==> src/rtl/nonce_tx_framer.sv <==
// Frames golden-nonce results onto the MIPI TX pixel interface: each buffered
// result becomes one short frame (VSYNC, HSYNC, then two 64-bit data words).
module nonce_tx_framer #(
    parameter int          FIFO_DEPTH_LOG2 = 2,
    parameter int          SYNC_CYCLES     = 4,
    parameter int          GAP_CYCLES      = 8,
    parameter logic [5:0]  DATA_TYPE       = 6'h24,
    parameter logic [15:0] MAGIC           = 16'hA55A
) (
    input  logic        tx_pixel_clk,
    input  logic        reset,
    input  logic        nonce_valid,
    input  logic [31:0] golden_nonce,
    input  logic [31:0] job_id,
    output logic        tx_valid,
    output logic        tx_hsync,
    output logic        tx_vsync,
    output logic [63:0] tx_data,
    output logic [5:0]  tx_type,
    output logic        busy,
    output logic        fifo_full,
    output logic [7:0]  drop_count
);

    localparam int DEPTH   = 1 << FIFO_DEPTH_LOG2;
    localparam int MAX_CYC = (SYNC_CYCLES > GAP_CYCLES) ? SYNC_CYCLES : GAP_CYCLES;
    localparam int CNT_W   = $clog2(MAX_CYC) + 1;

    localparam logic [FIFO_DEPTH_LOG2:0] DEPTH_CNT = (FIFO_DEPTH_LOG2+1)'(DEPTH);
    localparam logic [CNT_W-1:0]         SYNC_LOAD = CNT_W'(SYNC_CYCLES - 1);
    localparam logic [CNT_W-1:0]         GAP_LOAD  = CNT_W'(GAP_CYCLES - 1);

    typedef enum logic [2:0] {
        IDLE, VS, VS_GAP, HS, HS_GAP, W0, W1, TAIL
    } state_t;

    state_t                     state;
    logic [CNT_W-1:0]           cnt;
    logic [7:0]                 seq;

    logic [63:0]                mem [DEPTH];
    logic [FIFO_DEPTH_LOG2-1:0] wr_ptr;
    logic [FIFO_DEPTH_LOG2-1:0] rd_ptr;
    logic [FIFO_DEPTH_LOG2:0]   count;
    logic                       push;
    logic                       pop;

    logic [31:0]                hold_job;
    logic [31:0]                hold_nonce;
    logic [31:0]                hdr;
    logic [63:0]                w0_word;
    logic [63:0]                w1_word;

    assign tx_type   = DATA_TYPE;
    assign fifo_full = (count == DEPTH_CNT);
    assign push      = nonce_valid && !fifo_full;
    assign pop       = (state == IDLE) && (count != '0);
    assign busy      = (state != IDLE) || (count != '0);

    assign hdr     = {MAGIC, 8'h01, seq};
    assign w0_word = {hdr, hold_job};
    assign w1_word = {hold_nonce, hold_job ^ hdr ^ hold_nonce};

    // A full FIFO drops the incoming result even when a pop frees a slot this cycle.
    always_ff @(posedge tx_pixel_clk or posedge reset) begin
        if (reset) begin
            wr_ptr     <= '0;
            rd_ptr     <= '0;
            count      <= '0;
            drop_count <= '0;
        end else begin
            if (push)
                wr_ptr <= wr_ptr + 1'b1;
            if (pop)
                rd_ptr <= rd_ptr + 1'b1;
            case ({push, pop})
                2'b10:   count <= count + 1'b1;
                2'b01:   count <= count - 1'b1;
                default: count <= count;
            endcase
            if (nonce_valid && fifo_full && drop_count != 8'hFF)
                drop_count <= drop_count + 8'd1;
        end
    end

    always_ff @(posedge tx_pixel_clk) begin
        if (push)
            mem[wr_ptr] <= {job_id, golden_nonce};
    end

    // Frame contents are captured at pop so later pushes cannot disturb a frame in flight.
    always_ff @(posedge tx_pixel_clk) begin
        if (pop)
            {hold_job, hold_nonce} <= mem[rd_ptr];
    end

    always_ff @(posedge tx_pixel_clk or posedge reset) begin
        if (reset) begin
            state    <= IDLE;
            cnt      <= '0;
            seq      <= '0;
            tx_vsync <= 1'b0;
            tx_hsync <= 1'b0;
            tx_valid <= 1'b0;
            tx_data  <= '0;
        end else begin
            case (state)
                IDLE: begin
                    if (pop) begin
                        state    <= VS;
                        cnt      <= SYNC_LOAD;
                        tx_vsync <= 1'b1;
                    end
                end
                VS: begin
                    if (cnt == '0) begin
                        state    <= VS_GAP;
                        cnt      <= GAP_LOAD;
                        tx_vsync <= 1'b0;
                    end else begin
                        cnt <= cnt - 1'b1;
                    end
                end
                VS_GAP: begin
                    if (cnt == '0) begin
                        state    <= HS;
                        cnt      <= SYNC_LOAD;
                        tx_hsync <= 1'b1;
                    end else begin
                        cnt <= cnt - 1'b1;
                    end
                end
                HS: begin
                    if (cnt == '0) begin
                        state    <= HS_GAP;
                        cnt      <= GAP_LOAD;
                        tx_hsync <= 1'b0;
                    end else begin
                        cnt <= cnt - 1'b1;
                    end
                end
                HS_GAP: begin
                    if (cnt == '0) begin
                        state    <= W0;
                        tx_valid <= 1'b1;
                        tx_data  <= w0_word;
                    end else begin
                        cnt <= cnt - 1'b1;
                    end
                end
                W0: begin
                    state   <= W1;
                    tx_data <= w1_word;
                end
                W1: begin
                    state    <= TAIL;
                    cnt      <= GAP_LOAD;
                    seq      <= seq + 8'd1;
                    tx_valid <= 1'b0;
                    tx_data  <= '0;
                end
                TAIL: begin
                    if (cnt == '0)
                        state <= IDLE;
                    else
                        cnt <= cnt - 1'b1;
                end
                default: state <= IDLE;
            endcase
        end
    end

endmodule

==> config.mk <==
export PLATFORM = sky130hd
export DESIGN_NAME = nonce_tx_framer
export DESIGN_NICKNAME = d
export VERILOG_FILES = /design/src/rtl/nonce_tx_framer.sv
export SDC_FILE = /design/constraint.sdc
export NUM_CORES = 1
export LEC_CHECK = 0
export BUFFER_PORTS_ARGS = -buffer_cell sky130_fd_sc_hd__buf_4
export CORE_MARGIN = 8
export CORE_UTILIZATION = 63
export DETAILED_ROUTE_END_ITERATION = 8
export PLACE_DENSITY = 0.84
export SLEW_MARGIN = 30
export SYNTH_ARGS = -nofsm -noshare
export SYNTH_HDL_FRONTEND = slang
export SYNTH_SLANG_ARGS = --single-unit
==> constraint.sdc <==
create_clock -name tx_pixel_clk -period 7 [get_ports tx_pixel_clk]
set_input_delay 1.75 -clock tx_pixel_clk [delete_from_list [all_inputs] [get_ports tx_pixel_clk]]
set_output_delay 1.75 -clock tx_pixel_clk [all_outputs]
set_load 0.02 [all_outputs]
==> After elaboration in Yosys (flattened, before gate mapping) <==
Memory sizes are Yosys's and may differ from the RTL's. A register that Yosys moved wholly into a read port is not among the register bits.
Index checks and enable logic that the tools add are counted.
{ "classes": {"div": 0, "bitwise_logic": 2, "reduce_logical": 24, "n_eq_ne": 18, "mux": 23, "multipliers": 0, "add_sub_neg": 7, "n_shift": 0, "order_cmp": 0} }
{ "op_table": {"columns": ["operator", "n"], "rows": [
  ["$pmux 64 s3", 1],
  ["$mux 64", 1],
  ["$xor 32x32->32", 2],
  ["$pmux 3 s8", 1],
  ["$pmux 4 s5", 1],
  ["$mux 3", 6],
  ["$add 8x1->8 const B", 2],
  ["$mux 4", 4],
  ["$eq 3x3->1 const B", 5],
  ["$ne 2x2->1 const B", 7],
  ["$reduce_and 3->1", 3],
  ["$reduce_bool 3->1", 3],
  ["$ne 8x8->1 const B", 1],
  ["$reduce_bool 2->1", 4],
  ["$eq 3x2->1 const B", 2],
  ["$pmux 1 s2", 3],
  ["$pmux 3 s2", 1],
  ["$reduce_and 6->1", 1],
  ["$mux 1", 5],
  ["$reduce_bool 5->1", 1],
  ["$add 2x1->2 const B", 2],
  ["$logic_and 1x1->1", 4],
  ["$logic_not 4->1", 1],
  ["$reduce_and 2->1", 2],
  ["10 further kinds", 11]
]} }
{ "word_totals": {"memories": 1, "elab_cells": 86, "romBits": 0, "latch_bits": 0, "reg_bits": 97, "out_inout_bits": 83, "in_bits": 67, "ramBits": 256} }
{ "mem_list": {"columns": ["name", "depth", "width", "rd", "rd_ports_with_merged_regs", "write_ports", "line_no", "rtl"], "rows": [
  ["mem", 4, 64, 1, 1, 1, "41", "logic [63:0] mem [DEPTH];"]
]} }

==> Logic depth before layout (Yosys ltp) <==
Gate-level depths: netlist of run 1.
{ "depth": {"ltp_word": 5, "mapped_depth": 12, "mapped_depth_nobuf": 11} }

==> Worst setup path before layout of run 1 <==
No wires, ideal clock.
{ "synth_path": {"path_type": "input to register", "from": "input nonce_valid", "to": "memory mem[0][0] (enable)", "t_arrival_ps": 3628, "setup_slack_ps": 2943, "path_stages": 2, "required_ps": 6571, "setup_ps": 429, "path_cell_list": "nor2b_1 > and2_1"} }
{ "synth_via": {"elab_chain_len": 3} }
{ "synth_rtl": {"columns": ["item", "line_no", "rtl"], "rows": [
  ["from (decl)", "12", "input logic nonce_valid,"],
  ["$logic_and 1x1->1", "56", "assign push = nonce_valid && !fifo_full;"],
  ["$mux 1", "87", "if (push)"],
  ["$mux 1 (not written as such)", "88", "mem[wr_ptr] <= {job_id, golden_nonce};"],
  ["to (decl)", "41", null]
]} }
Every way passes these cells.

==> Final worst setup path of run 1 <==
{ "layout_path": {"from": "register state[0]", "to": "output busy"} }
{ "layout_via": {"elab_chain_len": 2} }
{ "layout_rtl": {"columns": ["item", "line_no", "rtl"], "rows": [
  ["from (decl)", "37", "state_t state;"],
  ["from (signal assigned)", "99", "state <= IDLE;"],
  ["from (signal assigned)", "110", "state <= VS;"],
  ["from (signal assigned)", "117", "state <= VS_GAP;"],
  ["$reduce_bool 3->1", "58", "assign busy = (state != IDLE) || (count != '0);"],
  ["$logic_or 1x1->1", "58", null],
  ["to (decl)", "20", "output logic busy,"]
]} }
Every way passes these cells.

==> flow_summary_export.csv, run 1 <==
group,metric,value,unit
yosys,synth_ff_type,"edfxtp_1",
die,core_area,25250,sq um
global_routing,antenna_found_initial,1,
place,io_buffers,143,
critical_path,critPathMaxStageDelay,420,ps
sta,min_period,3844,ps
layout,drive_gt1_share,29.04,%
place,gp_congestion,0.7920,
clock_network,cts_tree,"yes",
critical_path,worst_setup_path_start_kind,"flip-flop",
die,die_h,176.5,microns
drt,drtIter0Drc,943,
clock_network,post_cts_buffers,0,
clock_network,cts_resized,0,
drt,dr.pass1.iters,5,
die,start_util,64.28,%
drt,vias,8937,
global_routing,overflow,0,
pwr,peakVddDrop,0.3276,mV
clock_network,htree_levels,2,
pwr,leakagePower,6.903,nW
clock_network,clk_path_buf_depth,3,
critical_path,slowest_stage,"ha_1",
global_routing,first_global_vias,9200,
clock_network,cts_made_buffers,41,
clock_network,clock_sinks,417,
global_routing,grt_pass1_wl,54680,microns
critical_path,timing_worst_setup_path_type,"reg -> out",
hold_path,min_path_type,"reg -> reg",
layout,post-route-util,74.95,%
yosys,synth_edf_count,320,
clock_network,cts.clk_slew.worst_paths,60,ps
outcome,status,"finished clean",
drt,drt-total-wl,35660,microns
die,num_rows,58,
drt,vias_per_cell,6.303,
critical_path,crit_arrival,2090,ps
global_routing,grt_max_degree,68,
sta,relSlewSlack,35.24,%
sta,finalClockSkew,23.64,ps
layout,area_delta_synth_final,16.60,%
critical_path,end_kind,"primary output",
yosys,postSynthAreaPerCell,17.94,sq um
sta,fin_tns_setup,0,ps
global_routing,track_usage,23.00,%
yosys,syn_area,16230,sq um
drt,wl_per_cell,25.15,microns
sta,min_period_over_period,54.91,%
critical_path,critPathTopFamily,"adder cells",
layout,antenna_cells,0,
sta,finalMaxSlewViolations,0,
yosys,synth_warnings,0,
die,dieArea,31160,sq um
sta,fmax,0.2602,GHz
yosys,synthesis.instances,905,
sta,rsz0062_at_grt,"false",
place,place_hpwl,21170,microns
drt,antenna_left,0,
sta,hold_viol,0,
layout,layout_commonest_cell,"edfxtp_1",
critical_path,crit_chain,"inv_1, ha_1, nand2b_1, nor2_1, inv_2, buf_4",
pwr,p_per_area,468.4,nW/um^2
critical_path,critical_path_buf_inv_count,3,
clock_network,clk_latency,540,ps
sta,worst_pin_slew,971.4,ps
yosys,synth-seq-cells,417,
layout,layout_common_cells,"edfxtp_1 (320), buf_4 (155), dfrtp_1 (95)",
critical_path,critPathMaxFanout,10,
die,ios,150,
die,die_w,176.5,microns
sta,setup_viol,0,
critical_path,crit_required,5250,ps
yosys,synth-async-reset-ratio,23.26,%
yosys,ys_seq_area_share,74.15,%
yosys,synth.distinct_cells,56,
layout,final_nets,1136,
clock_network,root_buffer,"clkbuf_16",
drt,drc,0,
clock_network,cts_hold_buf,0,
job,cap_viol_max_count,0,
==> Yosys cell counts (3+ instances only) <==
| library cell | n | area [sq um] |
|---|---|---|
| a21oi_1 | 5 | 25.02 |
| a221oi_2 | 14 | 210.2 |
| and2_1 | 7 | 43.79 |
| buf_1 | 3 | 11.26 |
| buf_2 | 22 | 110.1 |
| buf_4 | 9 | 67.56 |
| buf_6 | 4 | 45.04 |
| clkbuf_1 | 15 | 56.30 |
| dfrtp_1 | 97 | 2427 |
| edfxtp_1 | 320 | 9609 |
| ha_1 | 13 | 162.7 |
| inv_1 | 14 | 52.55 |
| mux2_2 | 9 | 101.4 |
| mux4_2 | 64 | 1441 |
| nand2_1 | 42 | 157.7 |
| nand3_1 | 36 | 180.2 |
| nand4_1 | 7 | 43.79 |
| nor2_1 | 41 | 153.9 |
| nor2b_1 | 10 | 62.56 |
| nor3_1 | 3 | 15.01 |
| o211ai_1 | 26 | 195.2 |
| o21a_1 | 25 | 187.7 |
| o21ai_0 | 11 | 55.05 |
| o21ai_1 | 29 | 145.1 |
| o311ai_1 | 9 | 78.83 |
| o31ai_1 | 4 | 30.03 |
| xnor2_1 | 16 | 140.1 |
| xor2_1 | 13 | 113.9 |
==> registers in the layout (all words and copies together), names as in the netlist <==
name and flops:
cnt 4, count 3, drop_count 8, hold_job 32, hold_nonce 32, mem 256, rd_ptr 2, seq 8
state 3, tx_data 64, tx_hsync 1, tx_valid 1, tx_vsync 1, wr_ptr 2
==> per-layer routing <==
| metal | GRT usage, % | share of wire (%) |
|---|---|---|
| met5 | 0 | 0.036 |
| met2 | 38.03 | 50 |
| met4 | 9.282 | 3.4 |
| met3 | 4.273 | 7.4 |
| met1 | 29.97 | 39 |
==> worst paths after layout <==
path                             start           to  slack, ps  cells past startpoint
min reg2reg                tx_data[21]  tx_data[21]        490                      1
max reg2reg                     cnt[0]   tx_data[9]       4060                      7
min                        tx_data[21]  tx_data[21]        490                      1
min in group asynchronous        reset     tx_vsync       1360                      2
max                           state[0]         busy       3160                      6
max in group asynchronous        reset       cnt[2]       4690                      3
==> cell families after synthesis <==
group / synth area share, %
mux: 9.696
xor+xnor: 1.565
buf+inv: 2.158
fa+ha+maj: 1.125
simple gates: 4.794
other cells: 0.04626
flops: 74.15
compound gates: 6.467
==> worst register-to-register path, delay by kind of cell (launching register included) <==
kind | cells | cell delay (ps)
AOI/OAI and AO/OA | 3 | 1060
adders and majority gates | 1 | 170
buffers and inverters | 2 | 680
DFF | 1 | 420
and+or+nand+nor | 1 | 520
==> through the flow <==
stage               setup slack [ps]  cell area (sq um)  total power, mW  hold slack (ps)  instances
global placement                2930              17560            6.539            475.6       1342
floorplan                       2716              16250            5.712            466.3        909
CTS                             3142              18920            8.924            494.4       1418
finish                          3156              18930            8.865            491.5       1418
global route                    3008              18930            9.245            514.5       1418
detailed placement              2897              17570            6.667            476.9       1342
==> power by group <==
group / switching (mW) / internal (mW) / leakage, nW
combinational: 1.59 / 1.13 / 2.14
clock: 0.895 / 1.30 / 0.659
sequential: 0.424 / 3.53 / 4.10
==> final cells by class <==
type                    instances  area [sq um]
fillers                      1381          6326
repair buffers                156          1175
inverters                      16         62.56
multi-input cells             423          3885
clock inverters                13         150.1
well taps                     330         412.9
clock buffers                  63          1201
flip-flops and latches        417         12040
(Power assumes the default switching activity.)
==> run 2: changes to the inputs <==
--- a/config.mk
+++ b/config.mk
@@ -7,9 +7,9 @@
 export LEC_CHECK = 0
 export BUFFER_PORTS_ARGS = -buffer_cell sky130_fd_sc_hd__buf_4
 export CORE_MARGIN = 8
-export CORE_UTILIZATION = 63
+export CORE_UTILIZATION = 59
 export DETAILED_ROUTE_END_ITERATION = 8
-export PLACE_DENSITY = 0.84
+export PLACE_DENSITY = 0.79
 export SLEW_MARGIN = 30
 export SYNTH_ARGS = -nofsm -noshare
 export SYNTH_HDL_FRONTEND = slang
==> constraint.sdc (replaced) <==
create_clock -name tx_pixel_clk -period 3.9 [get_ports tx_pixel_clk]
set_input_delay 0.975 -clock tx_pixel_clk [delete_from_list [all_inputs] [get_ports tx_pixel_clk]]
set_output_delay 0.975 -clock tx_pixel_clk [all_outputs]
set_load 0.02 [all_outputs]
==> run 2 against run 1 <==
  * Worst setup slack worse by 2300 ps
  * Highest routed layer is now met4
  * Critical path type unchanged
  * Clock skew is 15 ps lower
  * Sequential power is 82% higher
  * Critical endpoint unchanged
  * Utilization is 4.2 points lower
  * Non-clock buffer count is 9 higher
  * Sequential share of layout area is 0.43 points lower
  * Routed wire length is 2.0% lower
  * Final cell count is 1.6% higher
  * Worst hold slack better by 3.1 ps
  * First-iteration DRC count is 11% lower
  * Critical path depth stayed put
==> flow_summary_export.csv, run 2 (synthesized netlist as in run 1, its figures left out) <==
group,metric,value,unit
outcome,status,"finished clean",
clock_network,cts_resized,0,
global_routing,antenna_found_initial,1,
clock_network,htree_levels,2,
clock_network,clk_latency,540,ps
layout,reg.largest.list,"mem (256), tx_data (64)",
clock_network,clock_sinks,417,
layout,layout_commonest_cell,"edfxtp_1",
place,io_buffers,143,
drt,drtIter0Drc,840,
die,num_rows,60,
clock_network,cts.clk_slew.worst_paths,60,ps
sta,min_period_over_period,79.19,%
place,place_hpwl,21330,microns
clock_network,cts_made_buffers,42,
die,dieArea,33080,sq um
clock_network,root_buffer,"clkbuf_16",
place,gp_congestion,0.7986,
critical_path,timing_worst_setup_path_type,"reg -> out",
sta,min_period,3088,ps
global_routing,grt_max_degree,68,
sta,finalMaxSlewViolations,0,
layout,layout_common_cells,"edfxtp_1 (320), buf_4 (159), dfrtp_1 (95)",
sta,worst_pin_slew,961.1,ps
layout,final.fill_count,1650,
drt,vias_per_cell,6.150,
sta,fin_tns_setup,0,ps
critical_path,critPathMaxFanout,10,
sta,finalClockSkew,8.941,ps
drt,wl_per_cell,24.26,microns
job,cap_viol_max_count,0,
clock_network,cts_hold_buf,0,
drt,antenna_left,0,
pwr,p_per_area,832.4,nW/um^2
sta,fmax,0.3238,GHz
global_routing,grt_pass1_wl,54180,microns
global_routing,track_usage,21.19,%
die,core_area,26950,sq um
global_routing,overflow,0,
pwr,leakagePower,6.957,nW
hold_path,min_path_type,"reg -> reg",
drt,drc,0,
sta,setup_viol,0,
sta,rsz0062_at_grt,"false",
global_routing,first_global_vias,9255,
pwr,peakVddDrop,0.5374,mV
drt,drt-total-wl,34960,microns
sta,relSlewSlack,35.93,%
clock_network,clk_path_buf_depth,3,
die,die_w,181.9,microns
layout,area_delta_synth_final,17.40,%
critical_path,end_kind,"primary output",
layout,final_cell_count_no_fill,1441,
critical_path,crit_arrival,2110,ps
drt,vias,8862,
clock_network,cts_tree,"yes",
die,die_h,181.9,microns
layout,largest_register_ffs,256,
critical_path,worst_setup_path_start_kind,"flip-flop",
clock_network,post_cts_buffers,0,
sta,hold-worst-slack,494.6,ps
sta,hold_viol,0,
layout,drive_gt1_share,30.03,%
drt,dr.pass1.iters,5,
layout,top_register,"mem",
die,ios,150,
die,start_util,60.23,%
critical_path,crit_required,2920,ps
place,place_inst,1362,
layout,final_nets,1146,
run 2: worst max-delay path, stage by stage, from the launching register on:
cell and delay [ps]:
dfrtp_1 400, inv_1 100, ha_1 410, nand2b_1 120, nor2_1 260, inv_2 120
buf_4 170
run 2: path summary, 6_finish.rpt:
check / startpoint / end / slack (ps) / depth (start not counted)
worst max-delay path: state[0] / busy / 810 / 6
worst min-delay path: tx_data[17] / tx_data[17] / 490 / 1
worst max register to register: state[0] / tx_data[36] / 1330 / 7
worst min register to register: tx_data[17] / tx_data[17] / 490 / 1
max in group asynchronous: reset / tx_data[7] / 2640 / 3
min in group asynchronous: reset / drop_count[5] / 570 / 2
run 2: area by class of cell:
class                           count  area [sq um]  area share [%]
Tap cell                          341         426.7           2.239
Clock buffer                       53          1112           5.836
Clock inverter                     25         224.0           1.175
Inverter                           16         62.56          0.3283
Antenna cell                        1         2.502         0.01313
Multi-Input combinational cell    423          3875           20.33
Sequential cell                   417         12040           63.18
Timing Repair Buffer              165          1314           6.893
run 2: per-layer routing:
metal  routed length, microns  track usage (%)
met2                    17910            36.52
met4                      681            5.969
met5                        0                0
met3                     2631            4.132
met1                    13740            27.15
run 2: power breakdown:
| group | switching [mW] | internal (mW) |
|---|---|---|
| Clock | 1.66 | 2.18 |
| Sequential | 0.861 | 6.32 |
| Combinational | 2.74 | 2.10 |
| Total | 5.26 | 10.6 |
run 2: metrics by stage:
stage	utilization, %	power [mW]	area [sq um]	setup WS (ps)
global route	70.71	16.59	19060	650.1
detailed placement	65.75	12.10	17720	1119
finish	70.71	15.86	19060	811.5
floorplan	-	10.25	16250	391.3
global placement	65.75	11.91	17720	1163
CTS	70.71	15.99	19060	804.2
==> run 3: changes to the inputs <==
==> constraint.sdc (replaced) <==
create_clock -name tx_pixel_clk -period 3 [get_ports tx_pixel_clk]
set_input_delay 0.75 -clock tx_pixel_clk [delete_from_list [all_inputs] [get_ports tx_pixel_clk]]
set_output_delay 0.75 -clock tx_pixel_clk [all_outputs]
set_load 0.02 [all_outputs]
==> run 3 against run 2 <==
  * Register-to-register slack lost 720 ps
  * Sequential cell count is the same
  * Largest cell class unchanged
  * Global-route usage shrank 0.30 points
  * Combinational power grew 32%
  * Critical path type unchanged
  * Clock power grew 28%
  * Final cell count is essentially flat
  * Clock skew grew 10 ps
  * Critical path depth is the same
==> flow_summary_export.csv, run 3 (synthesized netlist as in run 1, its figures left out) <==
group,metric,value,unit
die,start_util,60.23,%
sta,min_period_over_period,91.52,%
global_routing,grt_max_degree,68,
clock_network,clock_sinks,417,
die,core_area,26950,sq um
clock_network,cts_resized,0,
layout,layout_commonest_cell,"edfxtp_1",
clock_network,clk_latency,540,ps
global_routing,overflow,0,
critical_path,critPathMaxStageDelay,400,ps
drt,dr.pass1.iters,5,
clock_network,cts_tree,"yes",
layout,layout_common_cells,"edfxtp_1 (320), buf_4 (160), dfrtp_1 (95)",
layout,final_cell_count_no_fill,1442,
drt,drt-total-wl,34440,microns
critical_path,timing_worst_setup_path_type,"reg -> out",
sta,min_period,2746,ps
job,cap_viol_max_count,0,
place,place_hpwl,21720,microns
critical_path,crit_required,2250,ps
critical_path,crit_chain,"inv_1, ha_2, nand2b_1, nor2_1, inv_2, buf_4",
global_routing,grt_pass1_wl,53300,microns
place,place_inst,1367,
sta,fmax,0.3642,GHz
clock_network,cts_made_buffers,41,
layout,antenna_cells,0,
die,die_h,181.9,microns
global_routing,antenna_found_initial,1,
layout,top_register,"mem",
layout,final.fill_count,1655,
critical_path,worst_setup_path_start_kind,"flip-flop",
die,ios,150,
clock_network,root_buffer,"clkbuf_16",
sta,rsz0062_at_grt,"false",
sta,finalMaxSlewViolations,0,
drt,vias_per_cell,6.119,
sta,fin_tns_setup,0,ps
pwr,peakVddDrop,0.6658,mV
layout,final_nets,1150,
outcome,status,"finished clean",
die,dieArea,33080,sq um
critical_path,critical_path_buf_inv_count,3,
global_routing,track_usage,20.88,%
layout,multi_input_area,3877,sq um
layout,largest_register_ffs,256,
die,num_rows,60,
layout,area_delta_synth_final,17.70,%
layout,seq_area,12040,sq um
pwr,p_per_area,1081,nW/um^2
pwr,leakagePower,6.969,nW
layout,reg.largest.list,"mem (256), tx_data (64)",
die,die_w,181.9,microns
clock_network,cts_hold_buf,0,
place,io_buffers,143,
clock_network,htree_levels,2,
critical_path,critPathTopFamily,"flip-flops",
clock_network,clk_path_buf_depth,3,
clock_network,post_cts_buffers,0,
sta,hold-worst-slack,269.2,ps
layout,post-route-util,70.89,%
drt,drc,0,
drt,antenna_left,0,
sta,setup_viol,0,
sta,worst_pin_slew,762.2,ps
place,gp_congestion,0.8317,
critical_path,slowest_stage,"dfrtp_1",
critical_path,crit_arrival,2000,ps
critical_path,end_kind,"primary output",
layout,drive_gt1_share,30.06,%
clock_network,cts.clk_slew.worst_paths,60,ps
sta,hold_viol,0,
hold_path,min_path_type,"in -> async",
drt,drtIter0Drc,806,
drt,wl_per_cell,23.88,microns
global_routing,first_global_vias,9202,
drt,vias,8823,
sta,finalClockSkew,19.18,ps
critical_path,critPathMaxFanout,10,
sta,relSlewSlack,49.19,%
==> run 3: cell count changes in the layout (fill, tap and decap cells not counted), moves of 2 or more <==
cell and change:
clkinv_2 -4, buf_12 +4, clkbuf_1 +2, clkinv_8 -2, inv_6 +2
==> run 3: where the power goes <==
part,internal (mW),switching [mW]
clock network,2.85,2.07
logic,2.82,3.59
registers,8.21,1.11
==> run 3: per-stage QoR <==
| stage | worst slack [ps] | power (mW) | cell area, sq um |
|---|---|---|---|
| after CTS | 149.7 | 20.80 | 19100 |
| after global routing | 56.47 | 21.59 | 19110 |
| final | 254.4 | 20.65 | 19110 |
| after floorplan | 178.8 | 13.30 | 16260 |
| after detailed placement | 526.3 | 15.79 | 17810 |
| after global placement | 642.1 | 15.56 | 17810 |
==> run 3: final timing paths <==
path / startpoint / to / slack (ps) / cells past startpoint
worst max-delay path: state[0] / busy / 250 / 6
worst min-delay path: reset / tx_data[42] / 270 / 2
worst max register to register: state[0] / count[2] / 610 / 11
worst min register to register: tx_data[49] / tx_data[49] / 490 / 2
max in group asynchronous: reset / tx_data[31] / 2050 / 3
min in group tx_pixel_clk: job_id[30] / mem[0][62] / 410 / 1
==> run 3: area by class of cell <==
class	count	share of cell area [%]
Clock buffer	54	5.730
Clock inverter	21	1.035
Inverter	16	0.3471
Multi-Input combinational cell	423	20.29
Sequential cell	417	63.03
Tap cell	341	2.233
Timing Repair Buffer	170	7.335
==> run 3: metal layers <==
metal,vias to the layer above,share of wire (%),track usage [%]
met5,-,0.029,0
met3,70,6.8,4.311
met4,2,3.2,7.904
met1,4520,40,26.80
met2,357,50,34.86
li1,3874,-,-
==> run 3: worst reg2reg max path: stages (launching register included) <==
cell     delay [ps]
dfrtp_1         400
inv_1           120
ha_2            310
nor2b_1         160
nand2_1         180
inv_4           110
ha_1            180
inv_1            60
fa_1            370
xor2_1          150
nor2_1          110
xor2_1          160
